File: src/rtl/spi_to_nitta_assembler.sv
// Collects SPI bytes MSB-first into one DATA_WIDTH+ATTR_WIDTH word for the NITTA side.
// Completion raises a one-cycle pulse, and the word is held valid until it is acknowledged.
module spi_to_nitta_assembler #(
    parameter int DATA_WIDTH     = 32,
    parameter int ATTR_WIDTH     = 0,
    parameter int SPI_DATA_WIDTH = 8
) (
    input  logic                             clk,
    input  logic                             rst,
    input  logic                             spi_frame,
    input  logic                             spi_ready,
    input  logic [SPI_DATA_WIDTH-1:0]        from_spi,
    output logic [DATA_WIDTH+ATTR_WIDTH-1:0] to_nitta,
    output logic                             assembler_ready,
    output logic                             word_valid,
    input  logic                             word_ack,
    output logic                             overflow
);
    localparam int W     = DATA_WIDTH + ATTR_WIDTH;
    localparam int BYTES = W / SPI_DATA_WIDTH;
    localparam int SBW   = W - SPI_DATA_WIDTH;
    localparam int CW    = (BYTES > 2) ? $clog2(BYTES) : 1;

    logic [CW-1:0]  cnt_q, cnt_d;
    logic [SBW-1:0] sbuf_q, sbuf_d;
    logic [W-1:0]   word_q, word_d;
    logic           rdy_q;
    logic           pulse_q, pulse_d;
    logic           valid_q, valid_d;
    logic           ovf_q, ovf_d;
    logic           strobe, last;

    // rdy_q resets high so a level already present at reset release is not a byte.
    assign strobe = spi_ready & ~rdy_q & spi_frame;
    assign last   = (cnt_q == CW'(BYTES - 1));

    always_comb begin
        cnt_d   = cnt_q;
        sbuf_d  = sbuf_q;
        word_d  = word_q;
        pulse_d = 1'b0;
        valid_d = valid_q;
        ovf_d   = ovf_q;
        if (word_ack && valid_q)
            valid_d = 1'b0;
        if (!spi_frame) begin
            cnt_d  = '0;
            sbuf_d = '0;
        end else if (strobe) begin
            if (last) begin
                word_d  = {sbuf_q, from_spi};
                cnt_d   = '0;
                sbuf_d  = '0;
                pulse_d = 1'b1;
                valid_d = 1'b1;
                // An ack in the completion cycle consumed the old word, so nothing is lost.
                if (valid_q && !word_ack)
                    ovf_d = 1'b1;
            end else begin
                sbuf_d = SBW'({sbuf_q, from_spi});
                cnt_d  = cnt_q + CW'(1);
            end
        end
    end

    always_ff @(posedge clk or negedge rst) begin
        if (!rst) begin
            cnt_q   <= '0;
            sbuf_q  <= '0;
            word_q  <= '0;
            rdy_q   <= 1'b1;
            pulse_q <= 1'b0;
            valid_q <= 1'b0;
            ovf_q   <= 1'b0;
        end else begin
            cnt_q   <= cnt_d;
            sbuf_q  <= sbuf_d;
            word_q  <= word_d;
            rdy_q   <= spi_ready;
            pulse_q <= pulse_d;
            valid_q <= valid_d;
            ovf_q   <= ovf_d;
        end
    end

    assign to_nitta        = word_q;
    assign assembler_ready = pulse_q;
    assign word_valid      = valid_q;
    assign overflow        = ovf_q;
endmodule
File: config.mk
export PLATFORM = sky130hd
export DESIGN_NAME = spi_to_nitta_assembler
export DESIGN_NICKNAME = d
export VERILOG_FILES = /design/src/rtl/spi_to_nitta_assembler.sv
export SDC_FILE = /design/constraint.sdc
export NUM_CORES = 1
export LEC_CHECK = 0
export BUFFER_PORTS_ARGS = -buffer_cell sky130_fd_sc_hd__buf_2
export CAP_MARGIN = 20
export CORE_ASPECT_RATIO = 2
export CORE_MARGIN = 2
export CORE_UTILIZATION = 58
export DETAILED_ROUTE_END_ITERATION = 10
export GPL_TIMING_DRIVEN = 0
export PLACE_DENSITY = 0.92
export SYNTH_ARGS = -nofsm -noshare
export SYNTH_HDL_FRONTEND = slang
export SYNTH_SLANG_ARGS = --single-unit
File: constraint.sdc
create_clock -name clk -period 4.1 [get_ports clk]
set_input_delay 0.205 -clock clk [delete_from_list [all_inputs] [get_ports clk]]
set_output_delay 0.205 -clock clk [all_outputs]
set_load 0.1 [all_outputs]
==> results.txt <==
placed insts: 242
Final Instance Area: 2980 sq um
via count of the first global-routing pass: 1520
starting DRC count in detailed routing: 26
setup bufs post-CTS: 0
top cells by instance count after synthesis: sky130_fd_sc_hd__dfrtp_1 (61), sky130_fd_sc_hd__mux2_4 (29), sky130_fd_sc_hd__a22o_1 (24)
Cell Count, Final, Fillers Out: 259
terminus of the critical flop-to-flop path: sbuf_q[12]$_DFFE_PN0P_
Area growth syn-to-layout: 21.2%
post-route ant nets: 0
quantity of I/O buffers inserted on ports: 47
initial core utilization: 0.601
number of cells traversed by the worst hold path: 1
number of ports placed on the die boundary: 48
total wirelength of the detailed-routed design: 4610 um
Tot GR Track Use: 0.223
total CTS buffers: 9
Die ar.: 4800 sq um
CTS Root Cell: sky130_fd_sc_hd__clkbuf_8
FP Rows: 33
synth unique cells: 21
most common cell in the netlist: sky130_fd_sc_hd__dfrtp_1
core area: 4090 sq um
final worst path period need: 1510 ps
R2R setup slack: 2590 ps
Seq/Total Area, Yosys: 0.632
total via count in the routed design: 1399
top post-synthesis cells by area: sky130_fd_sc_hd__dfrtp_1 (62%), sky130_fd_sc_hd__mux2_4 (18%), sky130_fd_sc_hd__a22o_1 (8.6%)
Syn Inst Count: 142
Power Dens Cells: 413 nW/um^2
Filler Cell Count: 267
H-tree levels: 3
result of the run: completed
fraction of post-synthesis cell area in the top cell type by area: 0.621
Worst Path Arrival: 1730 ps
path type of the worst setup path: register to register
number of cells on the worst reg-to-reg path: 5
required time at the endpoint of the critical path: 4310 ps
maximum vdd ir drop: 0.294 mV
maximum number of pins on one net before global-route repair: 37
Final setup viols: 0
type of destination of the critical path: register
half-perimeter wire length after placement: 3360 um
number of endpoints with negative hold slack in the final report: 0
end point of the most critical hold path: rdy_q$_DFF_PN1_
DR pass1 iterations: 5
FF-to-FF Start: rdy_q$_DFF_PN1_
area taken by multi-input logic gates: 816 sq um
cell area reported after detailed placement: 2780 sq um
sum of negative setup slack: 0 ps
Reg clk slew, reported paths: 70 ps
per-instance average area after synthesis: 17.3 sq um
slew at the pin closest to its max-slew limit: 617 ps
number of nets in the final layout: 217
number of gates resized after CTS: 0
most used flip-flop cell after synthesis: sky130_fd_sc_hd__dfrtp_1
type of the most critical hold path: input pin to register
startpoint of the tightest hold check path: spi_ready
DIE HEIGHT: 96.0 um
maximum fanout along the worst path: 10
share of layout cells above drive strength 1: 0.527
setup skew after layout: 8.87 ps
kind of launch point of the worst setup path: register
CTS Hold Bufs: 1
unrepaired setup endpoints after global routing: no
global placer's final weighted congestion: 0.780
global-route wire length before repair: 7700 um
leak pwr: 1.69 nW
max-slew violation count: 0
number of flops mapped to enable cells by yosys: 0
clock tree from TritonCTS: built
area taken by flip-flops and latches: 1550 sq um
sinks on the clock net: 62
Peak Freq: 660 MHz
per-cell routed wire length: 17.8 um
Final Core Density: 0.728
vias per cell: 5.40
max-cap check violation count: 0
fraction of synthesis flops using an asynchronous set or reset pin: 1.00
Max-slew headroom: 0.589
dominant cell type by area after synthesis: sky130_fd_sc_hd__dfrtp_1
count of inserted antenna diode cells: 0
ratio of final minimum period to clock period: 0.369
netlist area before placement: 2460 sq um
x dimension of the die: 50.0 um
GR Overflow Total: 0
Syn Nets: 157
Yosys warning total: 0
Hold Slack: 32.3 ps
# DRC: 0
number of buffers between clock root and the deepest sink: 2
antenna violations before repair: 0
clock insertion delay at the later pin of the skew report: 330 ps
count of state elements after synthesis: 62
## stage by stage
step	worst slack [ps]	power (mW)
floorplan	2690	0.696
global placement	2620	0.724
detailed placement	2590	0.730
CTS	2570	1.24
global route	2520	1.27
finish	2590	1.23
## logic make-up after synthesis
family / synth area share
xor gates and xnor gates: 0.00357
DFF: 0.632
and+or+nand+nor: 0.0346
AOI/OAI and AO/OA: 0.0886
buffers and inverters: 0.0357
adders and majority gates: 0.0102
muxes: 0.195
## critical path, stage by stage, from the launching register on
cell	delay, ps
sky130_fd_sc_hd__dfstp_2	520
sky130_fd_sc_hd__and2b_4	200
sky130_fd_sc_hd__and3b_1	150
sky130_fd_sc_hd__buf_2	160
sky130_fd_sc_hd__buf_4	180
sky130_fd_sc_hd__a22o_1	200
## registers in the layout (all words and copies together), names as in the netlist
signal / cells
assembler_ready: 1
rdy_q: 1
cnt_q: 2
word_valid: 1
to_nitta: 32
overflow: 1
sbuf_q: 24
## layout by cell type (no fill, tap or decap)
cell,n
sky130_fd_sc_hd__ha_1,2
sky130_fd_sc_hd__clkinvlp_4,3
sky130_fd_sc_hd__mux2i_1,1
sky130_fd_sc_hd__and2_4,1
sky130_fd_sc_hd__and3b_1,1
sky130_fd_sc_hd__and2_1,1
sky130_fd_sc_hd__nand2b_2,1
sky130_fd_sc_hd__xnor2_1,1
sky130_fd_sc_hd__buf_12,1
sky130_fd_sc_hd__mux2_4,29
sky130_fd_sc_hd__mux2_2,3
sky130_fd_sc_hd__nand2b_1,2
sky130_fd_sc_hd__and2b_4,1
sky130_fd_sc_hd__dlygate4sd3_1,1
sky130_fd_sc_hd__buf_2,48
sky130_fd_sc_hd__clkinv_2,2
sky130_fd_sc_hd__and3_1,1
sky130_fd_sc_hd__nor2b_1,1
sky130_fd_sc_hd__clkbuf_1,1
sky130_fd_sc_hd__clkbuf_8,9
sky130_fd_sc_hd__o21bai_1,1
sky130_fd_sc_hd__nand3_4,1
sky130_fd_sc_hd__buf_4,2
sky130_fd_sc_hd__a22o_1,24
sky130_fd_sc_hd__dfstp_2,1
sky130_fd_sc_hd__buf_6,6
sky130_fd_sc_hd__bufinv_16,1
sky130_fd_sc_hd__dfrtp_1,61
## report_power, final
group / switching (mW) / internal, mW / total (mW)
logic: 0.0589 / 0.0280 / 0.0869
clock network: 0.232 / 0.278 / 0.510
registers: 0.00859 / 0.623 / 0.631
## area by class of cell
type / instances / area share
sequential: 62 / 0.522
multi-input combinational: 71 / 0.274
timing repair buffer: 49 / 0.0891
clock buffer: 10 / 0.0429
buffer: 9 / 0.0294
tap: 52 / 0.0219
clock inverter: 6 / 0.0210
## how the worst max path moves through the flow
stage / slack [ps] / endpoint / start / cells after the start
5_1_grt: 2520 / sbuf_q[10]$_DFFE_PN0P_ / rdy_q$_DFF_PN1_ / 5
3_5_place_dp: 2590 / sbuf_q[12]$_DFFE_PN0P_ / rdy_q$_DFF_PN1_ / 5
2_1_floorplan: 2690 / sbuf_q[10]$_DFFE_PN0P_ / rdy_q$_DFF_PN1_ / 5
4_1_cts: 2570 / sbuf_q[10]$_DFFE_PN0P_ / rdy_q$_DFF_PN1_ / 5
3_3_place_gp: 2620 / to_nitta[5]$_DFFE_PN0P_ / rdy_q$_DFF_PN1_ / 4
6_report: 2590 / sbuf_q[12]$_DFFE_PN0P_ / rdy_q$_DFF_PN1_ / 5
## metal layers
| metal | track usage | vias to the layer above | part of all wire |
|---|---|---|---|
| li1 | - | 629 | - |
| met1 | 0.275 | 715 | 0.40 |
| met2 | 0.360 | 42 | 0.54 |
| met3 | 0.0575 | 13 | 0.040 |
| met4 | 0.111 | 0 | 0.023 |
| met5 | 0 | - | 0 |
(Power assumes the default switching activity.)
